File: config.mk
export PLATFORM = sky130hd
export DESIGN_NAME = cpc_audio_mixer
export DESIGN_NICKNAME = d
export VERILOG_FILES = /design/src/rtl/cpc_audio_pkg.sv /design/src/rtl/cpc_audio_sat.sv /design/src/rtl/cpc_audio_mixer.sv
export SDC_FILE = /design/constraint.sdc
export NUM_CORES = 1
export LEC_CHECK = 0
export ABC_AREA = 1
export CORE_MARGIN = 4
export CORE_UTILIZATION = 25
export DETAILED_ROUTE_END_ITERATION = 7
export GPL_TIMING_DRIVEN = 0
export PLACE_DENSITY = 0.47
export SETUP_SLACK_MARGIN = 0.2
export SYNTH_ARGS = -nofsm -noshare
export SYNTH_HDL_FRONTEND = slang
export SYNTH_SLANG_ARGS = --single-unit
File: constraint.sdc
create_clock -name clk -period 5.2 [get_ports clk]
set_clock_uncertainty 0.2 [all_clocks]
set_input_delay 1.04 -clock clk [delete_from_list [all_inputs] [get_ports clk]]
set_output_delay 1.04 -clock clk [all_outputs]
set_load 0.02 [all_outputs]
File: src/rtl/cpc_audio_pkg.sv
// Shared encodings and FSM state type for the CPC audio mixer.
// Pan bit 0 routes to the left bus and bit 1 routes to the right bus.
package cpc_audio_pkg;

  localparam logic [1:0] PAN_MUTE = 2'b00;
  localparam logic [1:0] PAN_L    = 2'b01;
  localparam logic [1:0] PAN_R    = 2'b10;
  localparam logic [1:0] PAN_LR   = 2'b11;

  localparam logic [3:0] GAIN_UNITY = 4'd8;
  localparam int         GAIN_SHIFT = $clog2(GAIN_UNITY);

  typedef enum logic [1:0] {
    IDLE = 2'd0,
    ACC  = 2'd1,
    DONE = 2'd2
  } state_t;

endpackage

File: src/rtl/cpc_audio_sat.sv
// Unsigned saturator: clamps an IN_W-bit value to the OW-bit range.
// The caller must guarantee IN_W > OW.
module cpc_audio_sat
  import cpc_audio_pkg::*;
#(
  parameter int IN_W = 13,
  parameter int OW   = 8
) (
  input  logic [IN_W-1:0] din,
  output logic [OW-1:0]   dout
);

  localparam logic [IN_W-1:0] MAX_V = {{(IN_W-OW){1'b0}}, {OW{1'b1}}};

  // clamp to full-scale
  always_comb begin
    if (din > MAX_V) begin
      dout = {OW{1'b1}};
    end else begin
      dout = din[OW-1:0];
    end
  end

endmodule

File: src/rtl/cpc_audio_mixer.sv
// Sequential NCH-channel stereo mixer with per-channel gain and pan, one shared
// multiplier stepped across the channels, and a registered output stage.
module cpc_audio_mixer
  import cpc_audio_pkg::*;
#(
  parameter int NCH = 3,
  parameter int IW  = 8,
  parameter int OW  = 8
) (
  input  logic              clk,
  input  logic              reset,
  input  logic              ce,
  input  logic [NCH*IW-1:0] ch_in,
  input  logic [NCH*4-1:0]  gain,
  input  logic [NCH*2-1:0]  pan,
  input  logic              mono,
  output logic [OW-1:0]     out_l,
  output logic [OW-1:0]     out_r,
  output logic              out_valid,
  output logic              overrun
);

  localparam int PW = IW + 4;
  localparam int AW = IW + 4 + $clog2(NCH + 1);
  localparam int XW = (NCH > 1) ? $clog2(NCH) : 1;

  state_t             state_r;
  state_t             state_s;
  logic [XW-1:0]      idx_r;
  logic [AW-1:0]      acc_l_r;
  logic [AW-1:0]      acc_r_r;
  logic [NCH*IW-1:0]  ch_r;
  logic [NCH*4-1:0]   gain_r;
  logic [NCH*2-1:0]   pan_r;
  logic               mono_r;
  logic [OW-1:0]      res_l_r;
  logic [OW-1:0]      res_r_r;
  logic               done_r;

  logic [IW-1:0]      ch_sel_s;
  logic [3:0]         gain_sel_s;
  logic [1:0]         pan_sel_s;
  logic [PW-1:0]      prod_s;
  logic [AW-1:0]      contrib_s;
  logic [AW-1:0]      sum_l_s;
  logic [AW-1:0]      sum_r_s;
  logic [AW:0]        mono_sum_s;
  logic [AW-1:0]      sat_in_l_s;
  logic [AW-1:0]      sat_in_r_s;
  logic [OW-1:0]      sat_l_s;
  logic [OW-1:0]      sat_r_s;
  logic               last_s;

  // operand select from the snapshot and the single shared multiplier
  always_comb begin
    ch_sel_s   = ch_r[int'(idx_r)*IW +: IW];
    gain_sel_s = gain_r[int'(idx_r)*4 +: 4];
    pan_sel_s  = pan_r[int'(idx_r)*2 +: 2];
    prod_s     = PW'(ch_sel_s) * PW'(gain_sel_s);
    contrib_s  = AW'(prod_s >> GAIN_SHIFT);
    last_s     = (idx_r == XW'(NCH - 1));
  end

  // pan routing into the two accumulator buses
  always_comb begin
    sum_l_s = acc_l_r;
    sum_r_s = acc_r_r;
    if ((pan_sel_s & PAN_L) != PAN_MUTE) begin
      sum_l_s = acc_l_r + contrib_s;
    end else begin
      sum_l_s = acc_l_r;
    end
    if ((pan_sel_s & PAN_R) != PAN_MUTE) begin
      sum_r_s = acc_r_r + contrib_s;
    end else begin
      sum_r_s = acc_r_r;
    end
  end

  // mono fold keeps one extra bit so the average cannot wrap
  always_comb begin
    mono_sum_s = {1'b0, acc_l_r} + {1'b0, acc_r_r};
    if (mono_r) begin
      sat_in_l_s = mono_sum_s[AW:1];
      sat_in_r_s = mono_sum_s[AW:1];
    end else begin
      sat_in_l_s = acc_l_r;
      sat_in_r_s = acc_r_r;
    end
  end

  cpc_audio_sat #(.IN_W(AW), .OW(OW)) u_sat_l (
    .din  (sat_in_l_s),
    .dout (sat_l_s)
  );

  cpc_audio_sat #(.IN_W(AW), .OW(OW)) u_sat_r (
    .din  (sat_in_r_s),
    .dout (sat_r_s)
  );

  // next-state logic
  always_comb begin
    state_s = state_r;
    case (state_r)
      IDLE: begin
        if (ce) begin
          state_s = ACC;
        end else begin
          state_s = IDLE;
        end
      end
      ACC: begin
        if (last_s) begin
          state_s = DONE;
        end else begin
          state_s = ACC;
        end
      end
      DONE:    state_s = IDLE;
      default: state_s = IDLE;
    endcase
  end

  // datapath registers, output stage and sticky overrun
  always_ff @(posedge clk) begin
    if (reset) begin
      state_r   <= IDLE;
      idx_r     <= {XW{1'b0}};
      acc_l_r   <= {AW{1'b0}};
      acc_r_r   <= {AW{1'b0}};
      ch_r      <= {(NCH*IW){1'b0}};
      gain_r    <= {(NCH*4){1'b0}};
      pan_r     <= {(NCH*2){1'b0}};
      mono_r    <= 1'b0;
      res_l_r   <= {OW{1'b0}};
      res_r_r   <= {OW{1'b0}};
      done_r    <= 1'b0;
      out_l     <= {OW{1'b0}};
      out_r     <= {OW{1'b0}};
      out_valid <= 1'b0;
      overrun   <= 1'b0;
    end else begin
      state_r   <= state_s;
      done_r    <= 1'b0;
      out_valid <= done_r;
      if (done_r) begin
        out_l <= res_l_r;
        out_r <= res_r_r;
      end
      if (ce && (state_r != IDLE)) begin
        overrun <= 1'b1;
      end
      case (state_r)
        IDLE: begin
          if (ce) begin
            ch_r    <= ch_in;
            gain_r  <= gain;
            pan_r   <= pan;
            mono_r  <= mono;
            acc_l_r <= {AW{1'b0}};
            acc_r_r <= {AW{1'b0}};
            idx_r   <= {XW{1'b0}};
          end
        end
        ACC: begin
          acc_l_r <= sum_l_s;
          acc_r_r <= sum_r_s;
          if (!last_s) begin
            idx_r <= idx_r + XW'(1);
          end
        end
        DONE: begin
          res_l_r <= sat_l_s;
          res_r_r <= sat_r_s;
          done_r  <= 1'b1;
        end
        default: ;
      endcase
    end
  end

endmodule

After elaboration in Yosys (flattened, before gate mapping)
Index checks and enable logic that the tools add are counted.
{"block": "op_classes", "addsub": 4, "n_mul": 1, "n_lt_le_gt_ge": 2, "n_eq_ne": 7, "shift": 3, "mux": 16, "n_reduce_logical": 8}
{"cell": "$mux W14", "n": 5}
{"cell": "$pmux W14 S2", "n": 2}
{"cell": "$add A14 B9 Y14", "n": 2}
{"cell": "$gt A14 B8 Y1 const B", "n": 2}
{"cell": "$shiftx A24 B6 Y8", "n": 1}
{"cell": "$mux W8", "n": 2}
{"cell": "$add A14 B14 Y15", "n": 1}
{"cell": "$mul A8 B4 Y12", "n": 1}
{"cell": "$shiftx A12 B5 Y4", "n": 1}
{"cell": "$reduce_and A3 Y1", "n": 3}
{"cell": "$ne A2 B2 Y1 const B", "n": 4}
{"cell": "$pmux W2 S2", "n": 2}
{"cell": "$mux W2", "n": 3}
{"cell": "$shiftx A6 B4 Y2", "n": 1}
{"cell": "$eq A2 B2 Y1 const B", "n": 2}
{"cell": "$reduce_bool A2 Y1", "n": 2}
{"cell": "$add A2 B1 Y2 const B", "n": 1}
{"cell": "$eq A2 B1 Y1 const B", "n": 1}
{"cell": "$logic_not A2 Y1", "n": 1}
{"cell": "$mux W1", "n": 2}
{"cell": "$reduce_and A2 Y1", "n": 1}
{"cell": "$logic_and A1 B1 Y1", "n": 1}
{"block": "word_totals", "regBits": 110, "in_bits": 46, "output_inout_bits": 18, "wordCells": 56}

Logic depth before layout (Yosys ltp)
{"block": "logic_depth", "word_depth": 5, "depth_mapped": 33, "ltp_nobuf": 32}

Modules after synthesis
From an unflattened synthesis, not the netlist that was laid out.
{"block": "hier_totals", "hier_cells": 1094, "area_unflattened_um2": 7185.6}
{"module": "cpc_audio_mixer", "instances": 1, "cells_each": 1056, "area_each_um2": 6988.0, "seq_area_each_um2": 2202.1}
{"module": "cpc_audio_sat", "instances": 2, "cells_each": 19, "area_each_um2": 98.8, "seq_area_each_um2": 0.0}

Worst setup path before layout
OpenSTA, ideal clock, no wires.
{"block": "synth_timing", "kind": "register to register", "from": "reg idx_r[0]", "to": "reg acc_l_r[11]", "setup_time_ns": 0.118, "arrival_time_ns": 4.608, "required_time_ns": 4.882, "setup_slack_ns": 0.275, "path_stages_with_launch": 28, "path_buffers": 1, "synth_period_minus_slack_ns": 4.925, "path_cell_list": "dfxtp_1 -> inv_2 -> buf_2 -> nor2_1 -> o21ai_1 -> nand2_1 -> inv_1 -> fa_1 -> inv_1 -> fa_1 -> inv_1 -> ha_1 -> a21oi_1 -> o21ai_0 -> a21o_1 -> a21o_1 -> or2_2 -> nand2_1 -> inv_1 -> ha_1 -> inv_1 -> nor3_1 -> o21ai_0 -> nand3_1 -> nand3_2 -> nor2_2 -> xnor2_1 -> nor2_1"}
{"block": "synth_between", "elab_chain_len": 5, "elab_cells_between_ends": 9, "cone_classes": "1 x add/sub; 1 x mul; 1 x eq/ne; 3 x shift; 2 x mux; 1 x reduce/logical"}
{"item": "start, declared", "line_no": "cpc_audio_mixer.sv:29", "text": "logic [XW-1:0] idx_r;"}
{"item": "start signal, assigned", "line_no": "cpc_audio_mixer.sv:129", "text": "idx_r <= {XW{1'b0}};"}
{"item": "start signal, assigned", "line_no": "cpc_audio_mixer.sv:163", "text": "idx_r <= {XW{1'b0}};"}
{"item": "start signal, assigned", "line_no": "cpc_audio_mixer.sv:170", "text": "idx_r <= idx_r + XW'(1);"}
{"item": "$shiftx A24 B6 Y8 or $shiftx A12 B5 Y4 (tied branches)", "line_no": "cpc_audio_mixer.sv:56, cpc_audio_mixer.sv:57"}
{"item": "$mul A8 B4 Y12", "line_no": "cpc_audio_mixer.sv:59", "text": "prod_s = PW'(ch_sel_s) * PW'(gain_sel_s);"}
{"item": "$add A14 B9 Y14", "line_no": "cpc_audio_mixer.sv:69", "text": "sum_l_s = acc_l_r + contrib_s;"}
{"item": "$mux W14", "line_no": "cpc_audio_mixer.sv:68", "text": "if ((pan_sel_s & PAN_L) != PAN_MUTE) begin"}
{"item": "$pmux W14 S2", "line_no": "cpc_audio_mixer.sv:154", "text": "case (state_r)"}
{"item": "end signal, assigned", "line_no": "cpc_audio_mixer.sv:130", "text": "acc_l_r <= {AW{1'b0}};"}
{"item": "end signal, assigned", "line_no": "cpc_audio_mixer.sv:161", "text": "acc_l_r <= {AW{1'b0}};"}
{"item": "end signal, assigned", "line_no": "cpc_audio_mixer.sv:167", "text": "acc_l_r <= sum_l_s;"}
{"item": "end, declared", "line_no": "cpc_audio_mixer.sv:30", "text": "logic [AW-1:0] acc_l_r;"}
Several ways; a longest one is shown, not always the timed one. The select of a mux whose other input is x is not followed.
A chain may end at the register's enable or synchronous reset.

Worst setup path in the final report
{"block": "layout_timing", "from": "reg idx_r[0]", "to": "reg acc_l_r[12]"}
Same word-level chain as after synthesis.

==> reports/metrics.yaml <==
fin_crit_sh: 0.9290
power_mw: 2.420
routed_wl_um: 20900
die_y_um: 178.0
drv_slew: 0
hold_violations: 0
cts_tree: "done"
diodes: 0
io_buffer_count: 63
grt_pass1_wl_um: 33410
grt_pass1_vias: 6643
critPathSlowestCell: "fa_1"
dp_slack_ns: -0.7173
antenna_found_initial: 0
worstSetupPathType: "flop to flop"
p_leak_nw: 4.330
multi_input_area_sq_mm: 0.004696
max_freq_mhz: 207.0
drive_gt1_frac: 0.1484
dr_total_vias: 7013
clk_latency_ns: 0.36
post_drt_via_cell_ratio: 4.464
worst_hold_path_type: "flop to flop"
drt_iter0_drc: 342
ant_nets: 0
hold_depth: 2
reg2regPathDepth: 32
regArea_sq_mm: 0.002210
post-dp-hpwl_um: 16430
initial_core_util: 0.2566
synth_nets: 1198
ctsHoldBuffers: 0
worstPathArrival_ns: 4.93
synth_cell_types: 40
worst_ep_required_time_ns: 5.30
setup_slack_ns: 0.3693
path_max_fanout: 7
outcome: "finished clean"
drc_errors: 0
final_area_sq_mm: 0.009325
first_pass_iters: 5
synth-seq-area-share: 0.3048
final_net_count: 1295
seqPwrFrac: 0.381
grt_max_degree: 21
clk_transition_reported_paths_ns: 0.08
switchingPower_uw: 859.2
syn_area_per_cell_sq_um: 6.623
die_w_um: 178.0
fin_cells: 1571
cts_buffers: 9
core_area_sq_mm: 0.02816
worst-r2r-setup-slack_ns: 0.37
end_kind: "flop"
power_switching_share: 0.3551
cts.sinks: 110
cts_buffer_depth: 2
mostFrequentLayoutCell: "nand2_1"
max_cap_viol_count: 0
area_growth_pct: 29.06
cp_num_buf_inv: 5
powerDensity_mw_per_mm2: 259.5
netlist_area_sq_mm: 0.007226
path_depth: 32
clk_root_buffer_cell: "clkbuf_16"
placed_area_sq_mm: 0.008329
rsz0062_at_grt: "yes"
critPathLaunchType: "flop"
p_int_mw: 1.560
io_pins: 64
critical-path-top-cell-by-count: "nand2_2"
comb_power_share: 0.334
ys_seq_elements: 110
pwr-share-clk: 0.285
vdd_ir_drop_max_v: 0.0001563
global_route.usage.total: 0.1306
gr-total-overflow: 0
place_congestion: 0.8424
die_area_sq_mm: 0.03169
ys.warnings.count: 0
reg2reg_from: "idx_r[0]"
timing.rr.end: "acc_l_r[12]"
fillCellCount: 3063
setup_viol: 0
mostFrequentLayoutCells: "nand2_1, inv_1, nor2_1, dfxtp_1, a21oi_1"
cp_slowest_stage_delay_ns: 0.54
htree_levels: 3
hp-start: "res_l_r[3]"
crit_family: "adder cells"
rows: 61
slew_headroom: 0.6087
finalCriticalPeriod_ns: 4.831
holdPathEnd: "out_l[3]"
worst_slew_pin_slew_ns: 0.5870
postSynthCellCount: 1091
placedCellCount: 1532
wire_per_inst_um: 13.30
==> cells in the mapped netlist (all sizes together) <==
cell type | count | area, sq um
a211oi | 1 | 7.510
a21o | 4 | 30.03
a21oi | 105 | 540.5
a31oi | 2 | 12.51
and2 | 2 | 12.51
buf | 6 | 36.28
clkbuf | 26 | 97.59
dfxtp | 110 | 2202
fa | 15 | 300.3
ha | 46 | 575.6
inv | 169 | 634.4
nand2 | 230 | 883.3
nand3 | 53 | 275.3
nand3b | 2 | 15.01
nand4 | 6 | 52.55
nor2 | 160 | 640.6
nor3 | 10 | 50.05
nor3b | 2 | 20.02
nor4 | 1 | 6.260
o211ai | 2 | 15.01
o21a | 2 | 15.01
o21ai | 105 | 563.0
o22ai | 1 | 6.260
or2 | 15 | 93.84
xnor2 | 6 | 52.55
xor2 | 10 | 87.58
==> flip-flops by register name, indices dropped and copies added (netlist names), 2 cells and up <==
register	count
out_r	8
out_l	8
gain_r	12
ch_r	24
res_r_r	8
state_r	2
acc_l_r	14
pan_r	6
idx_r	2
res_l_r	8
acc_r_r	14
==> through the flow <==
step	TNS [ns]	utilization	hold WS, ns
5_1_grt	0	0.3311	0.2829
3_3_place_gp	-7.372	0.2957	0.2511
3_5_place_dp	-7.880	0.2957	0.2513
2_1_floorplan	0	-	0.2291
4_1_cts	0	0.3158	0.2571
6_report	0	0.3311	0.2614
==> power groups by stage <==
stage | sequential (mW) | clock, mW | combinational, mW
6_report | 0.921 | 0.690 | 0.808
3_3_place_gp | 0.934 | 0 | 0.640
2_1_floorplan | 0.921 | 0 | 0.469
4_1_cts | 0.917 | 0.712 | 0.716
5_1_grt | 0.927 | 0.745 | 0.906
3_5_place_dp | 0.935 | 0 | 0.643
==> worst min-delay path, delay by kind of cell (launching register included) <==
kind | cells | cell delay, ns
flip-flops | 1 | 0.30
buffers and inverters | 1 | 0.06
AO/OA/AOI/OAI | 1 | 0.06
==> worst max path at each step <==
stage	to	from
floorplan	acc_l_r[11]	idx_r[0]
global placement	acc_l_r[11]	idx_r[0]
detailed placement	acc_l_r[11]	idx_r[0]
CTS	acc_r_r[12]	idx_r[0]
global route	acc_r_r[12]	idx_r[1]
finish	acc_l_r[12]	idx_r[0]
==> layout make-up <==
cell class / instances / share of cell area
multi-input cells: 780 / 0.5036
flip-flops and latches: 110 / 0.2370
repair buffers: 86 / 0.08923
inverters: 169 / 0.06937
well taps: 378 / 0.05072
clock buffers: 9 / 0.02415
plain buffers: 32 / 0.01878
clock inverters: 7 / 0.007245
==> routing by layer <==
metal	global-route usage	part of all wire
met5	0	0
met4	0.02256	0.0080
met3	0.02162	0.030
met2	0.2209	0.48
met1	0.1777	0.48
==> logic make-up (layout without fill, tap and decap cells) <==
family | count (synthesis) | count (layout) | share of synthesized area
buffers and inverters | 201 | 303 | 0.1063
XOR/XNOR | 16 | 16 | 0.01939
adder cells (fa/ha/maj) | 61 | 61 | 0.1212
AO/OA/AOI/OAI | 222 | 222 | 0.1647
AND/OR/NAND/NOR | 481 | 481 | 0.2836
flip-flops | 110 | 110 | 0.3048
==> what timing repair did <==
action,4_1_cts,5_1_grt
cloned,0,1
gates resized for setup,49,83
pin swaps,5,43
buffers inserted,5,17
endpoints found under the setup margin,20,15
Note: power is estimated with default switching activity, not from simulation.
